[src/rtl/pool1_max2x2.sv]
// Streaming 2x2 stride-2 binary max-pool after the first conv layer.
// Per-channel max of binary bits is the OR of the four window bits.
module pool1_max2x2 #(
    parameter int WIDTH  = 26,
    parameter int HEIGHT = 26,
    parameter int CH     = 8
) (
    input  logic          clk,
    input  logic          rst_n,
    input  logic          valid_in,
    input  logic [CH-1:0] pixel_in,
    output logic [CH-1:0] pool_out,
    output logic          valid_out,
    output logic          frame_done
);

    localparam int CW = (WIDTH > 1) ? $clog2(WIDTH) : 1;
    localparam int RW = (HEIGHT > 1) ? $clog2(HEIGHT) : 1;
    localparam int LD = (WIDTH / 2 > 0) ? WIDTH / 2 : 1;
    localparam int LW = (LD > 1) ? $clog2(LD) : 1;

    localparam logic [CW-1:0] COL_LAST = CW'(WIDTH - 1);
    localparam logic [RW-1:0] ROW_LAST = RW'(HEIGHT - 1);
    // Bottom-right input pixel of the last complete window (floor semantics)
    localparam logic [CW-1:0] FD_COL = CW'(2 * (WIDTH / 2) - 1);
    localparam logic [RW-1:0] FD_ROW = RW'(2 * (HEIGHT / 2) - 1);

    logic [CW-1:0] col;
    logic [RW-1:0] row;
    logic [CH-1:0] pair_reg;
    logic [CH-1:0] line_buf [LD];
    logic [CH-1:0] hsum;
    logic [LW-1:0] lb_idx;

    assign hsum   = pair_reg | pixel_in;
    assign lb_idx = LW'(col >> 1);

    // Raster position counters; advance only on accepted beats
    always_ff @(posedge clk) begin
        if (!rst_n) begin
            col <= '0;
            row <= '0;
        end else if (valid_in) begin
            if (col == COL_LAST) begin
                col <= '0;
                row <= (row == ROW_LAST) ? '0 : row + 1'b1;
            end else begin
                col <= col + 1'b1;
            end
        end
    end

    // Horizontal pairing, line buffering of top half, and output on bottom half
    always_ff @(posedge clk) begin
        if (!rst_n) begin
            pair_reg   <= '0;
            pool_out   <= '0;
            valid_out  <= 1'b0;
            frame_done <= 1'b0;
            for (int i = 0; i < LD; i++) begin
                line_buf[i] <= '0;
            end
        end else begin
            valid_out  <= 1'b0;
            frame_done <= 1'b0;
            if (valid_in) begin
                if (!col[0]) begin
                    pair_reg <= pixel_in;
                end else if (!row[0]) begin
                    line_buf[lb_idx] <= hsum;
                end else begin
                    pool_out   <= line_buf[lb_idx] | hsum;
                    valid_out  <= 1'b1;
                    frame_done <= (col == FD_COL) && (row == FD_ROW);
                end
            end
        end
    end

endmodule

[config.mk]
export PLATFORM = sky130hd
export DESIGN_NAME = pool1_max2x2
export DESIGN_NICKNAME = d
export VERILOG_FILES = /design/src/rtl/pool1_max2x2.sv
export SDC_FILE = /design/constraint.sdc
export NUM_CORES = 1
export LEC_CHECK = 0
export ABC_AREA = 1
export ABC_CLOCK_PERIOD_IN_PS = 4700
export CORE_MARGIN = 2
export CORE_UTILIZATION = 60
export DETAILED_ROUTE_END_ITERATION = 7
export HOLD_SLACK_MARGIN = 0.08
export PLACE_DENSITY_LB_ADDON = 0.3
export SETUP_SLACK_MARGIN = 0.05
export SKIP_CTS_REPAIR_TIMING = 1
export SYNTH_ARGS = -nofsm -noshare
export SYNTH_HDL_FRONTEND = slang
export SYNTH_SLANG_ARGS = --single-unit
[constraint.sdc]
create_clock -name clk -period 4.7 [get_ports clk]
set_clock_uncertainty 0.1 [all_clocks]
set_input_delay 0.705 -clock clk [delete_from_list [all_inputs] [get_ports clk]]
set_output_delay 0.705 -clock clk [all_outputs]
set_load 0.005 [all_outputs]
## After elaboration in Yosys (flattened, before gate mapping)

Memories as Yosys holds them, arrays and structs flattened. A register that Yosys moved wholly into a read port is not among the register bits.
Index checks and enable logic that the tools add are counted.

| cells by class | value |
|---|---|
| add/subtract/negate cells | 2 |
| $mul | 0 |
| divide/modulo/power cells | 0 |
| magnitude comparators | 0 |
| equal/unequal tests | 2 |
| shift-type cells | 0 |
| mux-type cells | 14 |
| bitwise operators | 3 |
| reductions and logical operators | 7 |

Operators by type and width:

| kind | count |
|---|---|
| bitwise OR 8 bit | 2 |
| 2-to-1 mux 4 bit | 3 |
| adder 5 x 1 -> 5 bit, second input constant | 2 |
| equality test 5 bit, second input constant | 2 |
| 2-to-1 mux 5 bit | 2 |
| 2-to-1 mux 1 bit | 8 |
| 2-to-1 mux 8 bit | 1 |
| OR reduction 8 bit | 1 |
| AND reduction 3 bit | 2 |
| AND reduction 2 bit | 2 |
| AND reduction 4 bit | 1 |
| logical AND 1 bit | 1 |
| NOT 1 bit | 1 |

| storage, ports and cells | value |
|---|---|
| register bits after elaboration | 28 |
| latch bits | 0 |
| bits in writable memories | 104 |
| bits in read-only memories | 0 |
| word-level logic and storage cells | 35 |
| memories kept | 1 |

Memory list:

| name | words | width | rd ports | clocked after Yosys merged registers in | write ports | RTL line | text |
|---|---|---|---|---|---|---|---|
| line_buf | 13 | 8 | 1 | 1 | 13 | 31 | `logic [CH-1:0] line_buf [LD];` |

## Longest topological paths before layout

Gate-level depths: netlist (run 1).

| logic depth | value |
|---|---|
| word-level depth | 7 |
| mapped depth | 10 |
| mapped depth without buffers | 9 |

## Worst setup path after synthesis (run 1)

OpenSTA, ideal clock, no wires.

| timing path | value |
|---|---|
| kind | input to register |
| start | in valid_in |
| end | mem line_buf[15][0], enable pin |
| arrival time | 1,549 ps |
| required time | 4,217 ps |
| slack | 2,668 ps |
| cell stages on the path | 4 |
| path buffers | 0 |
| path through | nand2_1 > inv_1 > nand2_1 > nor3_1 |

RTL lines:

| element | RTL line | text |
|---|---|---|
| start: declaration | 10 | `input logic valid_in,` |
| end: declaration | 31 |  |

==> run_results.csv, run 1 <==
group,metric,value,unit
status,status,"completed",
routing,first_pass_iters,6,
routing,via_per_inst,5.56,
global_route,grt_pass1_vias,5300,
clocking,clk_pin_slew,0.06,ns
setup_path,crit_arrival,3.00,ns
die,fp.dieArea,13100,sq um
die,die_h,114,microns
die,fp.coreArea,12000,sq um
job,max_cap_violations,0,
sta,rsz0062_at_grt,"false",
final_layout,final_cell_mix,"227 x nand2_1, 154 x nor2_1, 128 x edfxtp_1",
clocking,clkLatencyLatePin,0.43,ns
final_layout,nNetsFinal,862,
logic_synthesis,syn_inst,832,
final_layout,drive_gt1_frac,0.0709,
routing,routed_wl,17800,microns
clocking,htreeDepth,4,
logic_synthesis,yosys_warnings,0,
place,place.gp.congestion,0.909,
clocking,cts_sinks,160,
final_layout,fillers,902,
logic_synthesis,syn_area_per_cell,8.77,sq um
sta,relSlewSlack,0.302,
die,num_rows,40,
die,die_x,114,microns
routing,route.detailed.drc,0,
sta,drv_slew,0,
final_layout,seqCellArea,4490,sq um
routing,final_antenna_net_count,0,
global_route,grt_max_degree,66,
logic_synthesis,syn_area,7300,sq um
final_layout,synthToLayoutAreaGrowth,12.6,%
clocking,cts-root-buf,"clkbuf_16",
setup_path,cp-end-kind,"flop",
clocking,cts_tree,"yes",
place,portBuffers,20,
final_layout,fin_area,8210,sq um
clocking,cts_buffer_depth,2,
final_layout,multi_input_area,2260,sq um
sta,finalSetupViolations,0,
clocking,numCtsBuffers,17,
logic_synthesis,ys_seq_elements,160,
setup_path,crit_path_max_fanout,25,
global_route,antenna_found_initial,0,
final_layout,largest_reg_flops,128,
power,p_leak,3.61,nW
logic_synthesis,seq_area_frac_synth,0.615,
sta,finalSetupTns,0,ns
logic_synthesis,ys_types,26,
place,hpwl,11400,microns
routing,wl_per_cell,17.6,microns
power,ir_worst_vdd,0.000342,V
sta,period_share,0.639,
routing,drt_iter0_markers,664,
setup_path,cp-start-kind,"primary input",
power,p_per_area,386,nW/um^2
worst_hold_path,min_path_type,"reg2reg",
setup_path,worstSetupPathType,"in2reg",
global_route,grt.overflow.total,0,
routing,vias,5597,
sta,fin_crit,3.00,ns
logic_synthesis,synth_fp_nets,847,
final_layout,layout_commonest_cell,"nand2_1",
die,start_util,0.610,
global_route,grt_use_total,0.285,
sta,max_freq,333,MHz
final_layout,antenna_cells,0,
place,dpl-instance-area,7630,sq um
setup_path,worstPathRequired,4.70,ns
sta,worst_pin_slew,1.05,ns
global_route,grt_first_pass_wirelength,27200,microns
die,io_pins,21,
sta,final_hold_viol_count,0,
==> worst max-delay path, stage by stage <==
cell and delay (ns):
clkdlybuf4s50_1 0.46, buf_4 0.31, inv_1 0.25, nor2_1 0.15, nand2_1 0.15, nor2_1 0.42
nand2_2 0.22, nand2_1 0.33
==> cell families (layout without fill, tap and decap cells) <==
logic type	after synthesis	in the layout	synth area share
adder cells (fa/ha/maj)	4	4	0.00686
AND/OR/NAND/NOR	495	495	0.281
XOR/XNOR	3	3	0.00360
AO/OA/AOI/OAI	25	25	0.0182
buffers and inverters	145	173	0.0761
flip-flops	160	160	0.615
==> Yosys cell counts <==
library cell,count,share of area
a211oi_1,2,0.0021
a21oi_1,12,0.0082
a22oi_1,1,0.0010
and3_1,1,0.00086
buf_1,2,0.0010
buf_2,9,0.0062
clkbuf_1,25,0.013
clkinv_1,1,0.00051
dfxtp_1,32,0.088
edfxtp_1,128,0.53
ha_1,4,0.0069
inv_1,107,0.055
inv_2,1,0.00051
nand2_1,227,0.12
nand2_2,13,0.011
nand3_1,90,0.062
nand3b_1,2,0.0021
nand4_1,2,0.0017
nand4_2,1,0.0017
nor2_1,154,0.079
nor2_2,1,0.00086
nor3_1,2,0.0014
nor3_4,1,0.0022
nor3b_1,1,0.0010
o21ai_0,10,0.0069
xor2_1,3,0.0036
==> area by class of cell <==
type,instances,area share
Sequential cell,160,0.546
Multi-Input combinational cell,527,0.275
Clock buffer,18,0.0522
Inverter,109,0.0498
Timing Repair Buffer,32,0.0353
Tap cell,147,0.0224
Clock inverter,14,0.0193
==> final timing paths <==
path / from / endpoint / slack (ns) / depth (start not counted)
setup / recovery: rst_n / line_buf[3][6] / 1.70 / 8
hold / removal: row[4] / row[4] / 0.42 / 2
setup reg to reg: flop / pool_out[1] / 2.08 / 10
hold reg to reg: row[4] / row[4] / 0.42 / 2
==> report_power, final <==
part	switching (W)	internal, W
logic	0.000162	0.0000564
registers	0.0000166	0.00157
clock network	0.000580	0.000791
total	0.000759	0.00241
==> layer usage <==
metal / vias up / routed length (microns) / global-route usage
li1: 2666 / - / -
met1: 2640 / 6970 / 0.371
met2: 258 / 8740 / 0.467
met3: 33 / 1470 / 0.0582
met4: 0 / 569 / 0.127
met5: - / 0 / 0
==> metrics by stage <==
stage,cells,util,hold slack (ns),power (W),setup slack (ns)
final,1007,0.687,0.424,0.00317,1.70
after global routing,1007,0.687,0.446,0.00326,1.53
after detailed placement,975,0.638,0.403,0.00183,1.31
after CTS,1007,0.687,0.417,0.00317,1.72
after floorplan,832,-,0.371,0.00175,2.67
after global placement,975,0.638,0.397,0.00182,1.33
No activity file was read; power rests on OpenSTA's default activity.
==> run 2, diff against run 1 <==
Settings changed: ABC_CLOCK_PERIOD_IN_PS 4700 to 2800.
Clock period 4.7 ns to 2.8 ns, I/O delays scaled along.
==> run 2 against run 1 <==
Effect of this change:
- clock power rose by 69%
- die area is the same
- highest routed layer unchanged
- routed wire length grew 0.59%
- largest power group unchanged
==> run_results.csv, run 2 (same netlist as run 1, synthesis figures left out) <==
group,metric,value,unit
status,status,"completed",
sta,finalSetupTns,0,ns
global_route,grt_use_total,0.290,
routing,via_per_inst,5.60,
setup_path,cp-start-kind,"primary input",
clocking,htreeDepth,4,
clocking,numCtsBuffers,17,
job,max_cap_violations,0,
setup_path,r2r_cells,6,
routing,vias,5697,
final_layout,nNetsFinal,873,
power,p_leak,3.70,nW
die,die_x,114,microns
global_route,grt_max_degree,65,
final_layout,antenna_cells,0,
worst_hold_path,min_path_cells,2,
sta,worst_pin_slew,1.07,ns
place,portBuffers,20,
setup_path,cp_slowest_stage_delay,0.49,ns
routing,final_antenna_net_count,0,
die,fp.dieArea,13100,sq um
die,die_h,114,microns
final_layout,largest_reg_flops,128,
clocking,cts-root-buf,"clkbuf_16",
sta,relSlewSlack,0.289,
sta,drv_slew,0,
final_layout,final_cell_mix,"227 x nand2_1, 154 x nor2_1, 128 x edfxtp_1",
final_layout,layout_commonest_cell,"nand2_1",
global_route,grt_first_pass_wirelength,27500,microns
worst_hold_path,min_path_type,"reg2reg",
setup_path,worstPathCellList,"clkdlybuf4s50_1 -> nand2_1 -> inv_1 -> nand2_1 -> nor2_1 -> nand2_2 -> nand2_1",
die,fp.coreArea,12000,sq um
routing,routed_wl,17900,microns
final_layout,drive_gt1_frac,0.0827,
power,p_per_area,644,nW/um^2
die,io_pins,21,
routing,first_pass_iters,7,
routing,route.detailed.drc,0,
clocking,cts_buffer_depth,2,
clocking,cts_tree,"yes",
power,ir_worst_vdd,0.000492,V
setup_path,crit_arrival,2.22,ns
sta,period_share,0.790,
setup_path,crit_path_frequent_cell,"nand2_1",
sta,fin_crit,2.21,ns
place,place.gp.congestion,0.910,
clocking,clk_pin_slew,0.06,ns
sta,rsz0062_at_grt,"false",
die,num_rows,40,
clocking,cts_sinks,160,
setup_path,cp-end-kind,"flop",
clocking,clkLatencyLatePin,0.43,ns
routing,wl_per_cell,17.5,microns
setup_path,cp_slowest_cell,"clkdlybuf4s50_1",
routing,drt_iter0_markers,722,
setup_path,crit_path_max_fanout,9,
sta,max_freq,452,MHz
setup_path,worstPathRequired,2.81,ns
sta,final_hold_viol_count,0,
final_layout,synthToLayoutAreaGrowth,14.0,%
final_layout,fillers,909,
sta,hold_slack,0.410,ns
setup_path,worstSetupPathType,"in2reg",
global_route,grt.overflow.total,0,
global_route,grt_pass1_vias,5449,
place,hpwl,11500,microns
sta,finalSetupViolations,0,
die,start_util,0.610,
global_route,antenna_found_initial,0,
==> run 2: cell types whose count changed in the layout (fill, tap and decap cells not counted), sizes merged <==
cell      delta
buf         +11
bufinv       -2
clkbuf       +8
clkinv       -1
clkinvlp     -4
inv          -1
==> run 2: worst max-delay path: cells and delay by family <==
kind	cells	cell delay (ns)
AND/OR/NAND/NOR	5	1.22
buffers and inverters	2	0.57
==> run 2: where the power goes <==
group          internal (W)  total (W)  leakage (nW)  switching [W]
clock network       0.00142    0.00231         0.311       0.000893
registers           0.00263    0.00266          1.55      0.0000272
logic             0.0000993   0.000389          1.84       0.000290
total               0.00415    0.00536          3.70        0.00121
==> run 2: layer usage <==
layer  part of all wire  track usage  vias to the layer above
met2               0.47        0.455                      326
met3               0.11       0.0863                       67
met4              0.044        0.170                        0
li1                   -            -                     2692
met5                  0            0                        -
met1               0.37        0.358                     2612
==> run 2: metrics by stage <==
step | instance area [sq um] | utilization | total power [W] | instances | setup slack (ns)
3_3_place_gp | 7710 | 0.644 | 0.00307 | 986 | 0.253
4_1_cts | 8320 | 0.695 | 0.00535 | 1018 | 0.637
3_5_place_dp | 7710 | 0.644 | 0.00308 | 986 | 0.200
6_report | 8320 | 0.695 | 0.00536 | 1018 | 0.587
2_1_floorplan | 7300 | - | 0.00293 | 832 | 1.05
5_1_grt | 8320 | 0.695 | 0.00550 | 1018 | 0.508
==> run 2: path summary, 6_finish.rpt <==
path | startpoint | endpoint | slack (ns)
hold reg to reg | row[4] | row[4] | 0.41
setup reg to reg | col[0] | line_buf[11][3] | 0.62
setup / recovery | valid_in | line_buf[11][3] | 0.59
hold / removal | row[4] | row[4] | 0.41
==> run 2: layout make-up <==
type                            instances  area, sq um  share of cell area
Tap cell                              147          184              0.0221
Clock inverter                          6         33.8             0.00406
Clock buffer                           26          576              0.0692
Timing Repair Buffer                   43          373              0.0448
Sequential cell                       160         4490               0.539
Inverter                              109          409              0.0492
Multi-Input combinational cell        527         2260               0.271
==> run 3, diff against run 2 <==
Settings changed: ABC_CLOCK_PERIOD_IN_PS 2800 to 2200.
Clock period 2.8 ns to 2.2 ns, I/O delays scaled along.
==> run 3 against run 2 <==
Effect of this change:
- combinational power increased by 30%
- clock-buffer cell count decreased by 2
- worst hold slack got worse by 0.0048 ns
- utilization increased by 1.6 points
- non-clock buffer count increased by 23
- sequential share of layout area decreased by 1.2 points
- total power increased by 26%
- final cell count increased by 2.3%
- die area unchanged
- critical path type is now reg2reg
==> run_results.csv, run 3 (same netlist as run 1, synthesis figures left out) <==
group,metric,value,unit
place,post-place-cells,1009,
place,hpwl,12200,microns
final_layout,final_cell_mix,"227 x nand2_1, 154 x nor2_1, 128 x edfxtp_1",
clocking,clkLatencyLatePin,0.43,ns
clocking,clk_pin_slew,0.06,ns
status,status,"completed",
clocking,cts_buffer_depth,2,
final_layout,nNetsFinal,896,
final_layout,largest_reg_flops,128,
worst_hold_path,min_path_cells,2,
global_route,grt_pass1_vias,5447,
global_route,grt_first_pass_wirelength,27900,microns
final_layout,antenna_cells,0,
clocking,htreeDepth,4,
sta,relSlewSlack,0.276,
die,die_x,114,microns
die,fp.dieArea,13100,sq um
routing,drt_iter0_markers,685,
clocking,cts_tree,"yes",
setup_path,cp-end-kind,"flop",
die,num_rows,40,
worst_hold_path,min_path_type,"reg2reg",
global_route,grt_use_total,0.291,
sta,rsz0062_at_grt,"false",
power,sequentialPowerShare,0.501,
power,combPwrFrac,0.075,
final_layout,fillers,907,
setup_path,r2r_cells,7,
place,portBuffers,20,
power,ir_worst_vdd,0.000602,V
final_layout,layout_commonest_cell,"nand2_1",
routing,route.detailed.drc,0,
routing,top_layer_used,"met4",
sta,finalSetupTns,0,ns
sta,finalSetupViolations,0,
sta,worst_pin_slew,1.08,ns
sta,final_hold_viol_count,0,
global_route,grt.overflow.total,0,
setup_path,cp-start-kind,"flop",
power,p_per_area,795,nW/um^2
die,die_h,114,microns
routing,wl_per_cell,17.2,microns
sta,fin_crit,1.92,ns
final_layout,synthToLayoutAreaGrowth,16.6,%
die,fp.coreArea,12000,sq um
die,start_util,0.610,
final_layout,multi_input_area,2260,sq um
routing,wl_met3,1500,microns
power,p_leak,3.81,nW
setup_path,crit_arrival,2.20,ns
power,p_sw,0.00155,W
clocking,cts-root-buf,"clkbuf_16",
routing,vias,5642,
power,clockPowerShare,0.424,
sta,max_freq,519,MHz
routing,via_per_inst,5.42,
job,max_cap_violations,0,
final_layout,seqCellArea,4490,sq um
routing,final_antenna_net_count,0,
power,internal_power,0.00521,W
routing,first_pass_iters,6,
power,switching_share,0.230,
routing,routed_wl,17900,microns
setup_path,worstPathRequired,2.48,ns
routing,met1_length,7210,microns
global_route,antenna_found_initial,0,
place,place.gp.congestion,0.898,
setup_path,worstSetupPathType,"reg2reg",
die,io_pins,21,
global_route,grt_max_degree,65,
routing,wl_met2,8720,microns
final_layout,drive_gt1_frac,0.107,
sta,drv_slew,0,
final_layout,layout.cells.non_filler,1041,
setup_path,crit_path_max_fanout,32,
sta,period_share,0.875,
clocking,numCtsBuffers,17,
clocking,cts_sinks,160,
[run 3: changes by cell type in the layout (fill, tap and decap cells not counted)]
cell       before  now
buf_12          0    3
clkbuf_16      21   20
inv_4           3    0
clkbuf_1        1    0
buf_4          23   43
clkinv_2        3    6
clkinv_4        0    2
clkbuf_8        3    2
clkbuf_4        0    1
[run 3: through the flow]
step                      instance area (sq um)  setup slack [ns]  total power (W)  utilization  hold slack, ns
final                                      8510             0.275          0.00676        0.711           0.405
after global routing                       8510            0.0878          0.00697        0.711           0.420
after CTS                                  8510             0.268          0.00678        0.711           0.401
after detailed placement                   7920           -0.0532          0.00394        0.662           0.394
after global placement                     7920           -0.0245          0.00393        0.662           0.389
after floorplan                            7300             0.460          0.00373            -           0.338
[run 3: final cells by class]
class,instances,share of cell area
Clock buffer,24,0.0635
Sequential cell,160,0.527
Timing Repair Buffer,66,0.0685
Multi-Input combinational cell,527,0.265
Clock inverter,8,0.00559
Inverter,109,0.0481
Tap cell,147,0.0216
[run 3: path summary, 6_finish.rpt]
kind,startpoint,endpoint,slack (ns)
max,flop,pool_out[1],0.28
min,row[4],row[4],0.41
max reg2reg,flop,pool_out[1],0.28
min reg2reg,row[4],row[4],0.41
[run 3: routing by layer]
layer  GRT usage  up-vias
li1            -     2746
met1       0.391     2617
met2       0.472      244
met3      0.0519       35
met4       0.123        0
met5           0        -
[run 3: power by group through the flow]
stage	Clock (W)	Combinational, W	Sequential [W]
after global placement	0	0.000481	0.00345
after CTS	0.00290	0.000499	0.00339
after floorplan	0	0.000297	0.00343
final	0.00287	0.000504	0.00339
after detailed placement	0	0.000494	0.00345
after global routing	0.00302	0.000552	0.00339
[run 3: worst max-delay path, stage by stage (launching register included)]
cell and delay [ns]:
dfxtp_1 0.32, inv_1 0.78, nand2_1 0.14, nand3_1 0.17, nand3_1 0.16, nand3_1 0.11
nand2_1 0.05, inv_1 0.04
